===== src/rtl/serial_adder_nbit.sv =====
// serial_adder_nbit: multi-cycle adder that processes DIGIT bits per clock
// through a single DIGIT-bit full-adder slice, with a start/busy/done handshake.
// Optional feature macro: SERIAL_ADDER_SUB_EN adds a 'sub' input (x - y).
module serial_adder_nbit #(
  parameter int unsigned WIDTH = 8,
  parameter int unsigned DIGIT = 2
) (
  input  logic             clk,
  input  logic             rst,
  input  logic             start,
  input  logic [WIDTH-1:0] x,
  input  logic [WIDTH-1:0] y,
  input  logic             carryin,
`ifdef SERIAL_ADDER_SUB_EN
  input  logic             sub,
`endif
  output logic             busy,
  output logic             done,
  output logic [WIDTH-1:0] sum,
  output logic             carryout,
  output logic             overflow
);

  localparam int unsigned N  = WIDTH / DIGIT;
  localparam int unsigned CW = (N > 1) ? $clog2(N) : 1;

  typedef enum logic [1:0] {
    S_IDLE = 2'd0,
    S_RUN  = 2'd1,
    S_DONE = 2'd2
  } state_e;

  state_e           state_q, state_d;
  logic [WIDTH-1:0] x_q, x_d;
  logic [WIDTH-1:0] y_q, y_d;
  logic [WIDTH-1:0] sum_q, sum_d;
  logic             carry_q, carry_d;
  logic             cout_q, cout_d;
  logic             ovf_q, ovf_d;
  logic [CW-1:0]    cnt_q, cnt_d;

  logic [DIGIT-1:0]       dig_a, dig_b;
  logic [DIGIT:0]         dig_sum;
  logic                   msb_cin;
  logic [WIDTH+DIGIT-1:0] sum_shift;
  logic [WIDTH-1:0]       y_cap;
  logic                   carry_cap;

  // Operand capture; subtraction stores ~y and forces carry-in to 1 so the
  // RUN datapath is identical for add and subtract.
  always_comb begin
`ifdef SERIAL_ADDER_SUB_EN
    y_cap     = sub ? ~y : y;
    carry_cap = sub ? 1'b1 : carryin;
`else
    y_cap     = y;
    carry_cap = carryin;
`endif
  end

  // Shared DIGIT-bit full-adder slice and result shift path.
  always_comb begin
    dig_a     = x_q[DIGIT-1:0];
    dig_b     = y_q[DIGIT-1:0];
    dig_sum   = {1'b0, dig_a} + {1'b0, dig_b} + {{DIGIT{1'b0}}, carry_q};
    msb_cin   = dig_sum[DIGIT-1] ^ dig_a[DIGIT-1] ^ dig_b[DIGIT-1];
    // Concatenate then drop the low DIGIT bits so DIGIT==WIDTH needs no special slice.
    sum_shift = {dig_sum[DIGIT-1:0], sum_q};
  end

  // Next-state and datapath control.
  always_comb begin
    state_d = state_q;
    x_d     = x_q;
    y_d     = y_q;
    sum_d   = sum_q;
    carry_d = carry_q;
    cout_d  = cout_q;
    ovf_d   = ovf_q;
    cnt_d   = cnt_q;
    unique case (state_q)
      S_IDLE, S_DONE: begin
        if (start) begin
          state_d = S_RUN;
          x_d     = x;
          y_d     = y_cap;
          carry_d = carry_cap;
          cnt_d   = '0;
          sum_d   = '0;
          cout_d  = 1'b0;
          ovf_d   = 1'b0;
        end else begin
          state_d = S_IDLE;
        end
      end
      S_RUN: begin
        x_d     = x_q >> DIGIT;
        y_d     = y_q >> DIGIT;
        sum_d   = sum_shift[WIDTH+DIGIT-1:DIGIT];
        carry_d = dig_sum[DIGIT];
        cnt_d   = cnt_q + CW'(1);
        if (cnt_q == CW'(N - 1)) begin
          state_d = S_DONE;
          cout_d  = dig_sum[DIGIT];
          ovf_d   = dig_sum[DIGIT] ^ msb_cin;
        end
      end
      default: state_d = S_IDLE;
    endcase
  end

  // State and datapath registers with synchronous reset.
  always_ff @(posedge clk) begin
    if (rst) begin
      state_q <= S_IDLE;
      x_q     <= '0;
      y_q     <= '0;
      sum_q   <= '0;
      carry_q <= 1'b0;
      cout_q  <= 1'b0;
      ovf_q   <= 1'b0;
      cnt_q   <= '0;
    end else begin
      state_q <= state_d;
      x_q     <= x_d;
      y_q     <= y_d;
      sum_q   <= sum_d;
      carry_q <= carry_d;
      cout_q  <= cout_d;
      ovf_q   <= ovf_d;
      cnt_q   <= cnt_d;
    end
  end

  assign busy     = (state_q == S_RUN);
  assign done     = (state_q == S_DONE);
  assign sum      = sum_q;
  assign carryout = cout_q;
  assign overflow = ovf_q;

endmodule


===== config.mk =====
export PLATFORM = sky130hd
export DESIGN_NAME = serial_adder_nbit
export DESIGN_NICKNAME = d
export VERILOG_FILES = /design/src/rtl/serial_adder_nbit.sv
export SDC_FILE = /design/constraint.sdc
export NUM_CORES = 1
export LEC_CHECK = 0
export ABC_AREA = 0
export CAP_MARGIN = 30
export CORE_MARGIN = 2
export CORE_UTILIZATION = 25
export DETAILED_ROUTE_END_ITERATION = 10
export PLACE_DENSITY = 0.48
export SLEW_MARGIN = 25
export SYNTH_ARGS = -nofsm -noshare
export SYNTH_HDL_FRONTEND = slang
export SYNTH_SLANG_ARGS = --single-unit

===== constraint.sdc =====
create_clock -name clk -period 2.7 [get_ports clk]
set_clock_uncertainty 0.1 [all_clocks]
set_input_delay 0.405 -clock clk [delete_from_list [all_inputs] [get_ports clk]]
set_output_delay 0.405 -clock clk [all_outputs]
set_load 0.1 [all_outputs]

==> results.ini <==
[status]
status = finished clean

[timing]
maxSlewViolCount = 0
hold_viol_final = 0
tightest_slew_ns = 0.648
timing.fmax_mhz = 512
fin_ws_ns = 0.746
tns_ns = 0
maxSlewHeadroom = 0.566
finalCriticalPeriod_ns = 1.95
rsz0062_at_grt = no
finalSetupViolCount = 0
period_share = 0.724

[synth]
synthFlopType = dfxtp_1
syn-num-nets = 182
synth_common_cells = 37 x nand2_1, 31 x dfxtp_1, 17 x nand3_1
synthCells = 159
ys_seq_area_frac = 0.463
synth-edff-count = 0
ys_ff_latch = 31
yosysMostFrequentCell = nand2_1
synth_top_area_frac = 0.463
syn_area_sq_um = 1340
synthArstFlopShare = 0
synthDistinctLibCells = 24
ys_top_cells_by_area = dfxtp_1 46%, nand2_1 10%, a311oi_1 7.8%
yosysWarnings = 0
syn_avg_cell_area_sq_um = 8.43
yosys.area.top_type = dfxtp_1

[clock_network]
clk_latency_ns = 0.29
postCtsSetupBuffers = 0
clk_pin_slew_ns = 0.07
cts_root_buf = clkbuf_8
ctsResizeCount = 0
postCtsHoldBufs = 0
cts_tree = built
cts_inserted_buffers = 5
numClockSinks = 31
h-tree-depth = 2
cts_max_path_buffers = 2

[pwr]
peakVddDrop_v = 0.000307
power.leakage_nw = 0.670
p_per_area_nw_per_um2 = 660

[finish]
instances_no_fill = 257
area_growth_pct = 33.0
fin_area_sq_um = 1780
nNetsFinal = 209
antenna_cells = 0
layout-drive-gt1-share = 0.134

[detailed_routing]
ant_nets = 0
drt-wirelength-per-cell_microns = 11.9
drc = 0
wl_microns = 3060
dr.pass1.iters = 4
num_vias = 1198
first_iter_violations = 75
via_per_inst = 4.66

[floorplan]
rows = 26
dieWidth_microns = 77.2
ios = 32
start_util = 0.261
core_sq_um = 5140
fp.dieH_microns = 77.2
die-area_sq_um = 5960

[global_route]
grt_pass1_vias = 1126
overflow = 0
grt_antenna_before_repair = 0
grt_max_degree = 42
grt_pass1_wl_microns = 5380
track_usage = 0.113

[critical_path]
r2r-start = x_q[0]
crit_path_max_fanout = 2
cp.required_ns = 2.80
reg2reg_to = overflow
cp.arrival_ns = 2.05
reg2reg_slack_ns = 0.75
startpoint = x_q[0]
worstRegToRegCells = 5
path_class = flop to flop
worstSetupEndpoint = overflow
worst_setup_path_end_kind = flop
startpoint_type = flop

[placement]
hpwl_microns = 2010
gp_congestion = 0.716
io_buffer_count = 31
placed_cells = 249
dpl_cell_area_sq_um = 1660
dp_slack_ns = 0.634

[job]
drv_cap = 0

[worst_hold_path]
hold_path_class = flop to flop

[area by class of cell]
type                    count  area, sq um
flip-flops and latches     31          621
well taps                  70         87.6
repair buffers             34          328
multi-input cells         113          624
clock inverters             2         35.0
clock buffers               6         82.6
fillers                   573         3360
inverters                   1         3.75
[flip-flops by register name, summed over array words and instances (netlist names)]
| signal | cells |
|---|---|
| sum | 8 |
| x_q | 8 |
| y_q | 8 |
| cnt_q | 2 |
| state_q | 2 |
| carry_q | 1 |
| carryout | 1 |
| overflow | 1 |
[where the power goes]
part / leakage, nW / internal (mW) / total (mW) / switching (mW)
Clock: 0.0612 / 0.298 / 0.477 / 0.179
Combinational: 0.355 / 0.0799 / 0.194 / 0.114
Sequential: 0.254 / 0.486 / 0.505 / 0.0191
Total: 0.670 / 0.864 / 1.18 / 0.312
[worst max-delay path, cell delays in order (launching register included)]
cell	delay, ns
dfxtp_1	0.33
fa_1	0.44
fa_1	0.49
xnor2_1	0.21
xnor2_1	0.09
o31ai_1	0.21
[per-layer routing]
layer	share of wire	GRT usage
met5	0	0
met2	0.47	0.181
met4	0.022	0.0589
met3	0.064	0.0318
met1	0.45	0.138
[worst min path at each step]
stage / slack [ns] / cells after the start / endpoint / from
5_1_grt: 0.39 / 2 / sum[1] / sum[1]
3_3_place_gp: 0.36 / 2 / sum[3] / sum[5]
6_report: 0.37 / 2 / x_q[7] / x_q[7]
3_5_place_dp: 0.36 / 2 / x_q[7] / x_q[7]
2_1_floorplan: 0.35 / 2 / x_q[6] / x_q[6]
4_1_cts: 0.37 / 2 / x_q[7] / x_q[7]
[cells in the final DEF (no fill, tap or decap), types with 3 or more instances in the layout]
master / n
xnor2_1: 3
clkdlybuf4s50_1: 19
clkbuf_8: 6
a21oi_1: 15
nand3_1: 17
buf_4: 13
nand2_1: 37
dfxtp_1: 31
a311oi_1: 12
nor2_1: 14
[through the flow]
| stage | hold slack [ns] | total power [mW] | util |
|---|---|---|---|
| after floorplan | 0.348 | 0.653 | - |
| after global placement | 0.356 | 0.706 | 0.324 |
| after detailed placement | 0.361 | 0.711 | 0.324 |
| after CTS | 0.370 | 1.19 | 0.347 |
| after global routing | 0.394 | 1.24 | 0.347 |
| final | 0.367 | 1.18 | 0.347 |
[cells by family (layout without fill, tap and decap cells)]
| group | Yosys count | in the layout | share of synthesized area |
|---|---|---|---|
| simple gates | 76 | 76 | 0.251 |
| compound gates | 31 | 31 | 0.156 |
| flops | 31 | 31 | 0.463 |
| buf+inv | 15 | 43 | 0.0710 |
| fa+ha+maj | 3 | 3 | 0.0392 |
| xor+xnor | 3 | 3 | 0.0196 |
Note: power is estimated with default switching activity, not from simulation.
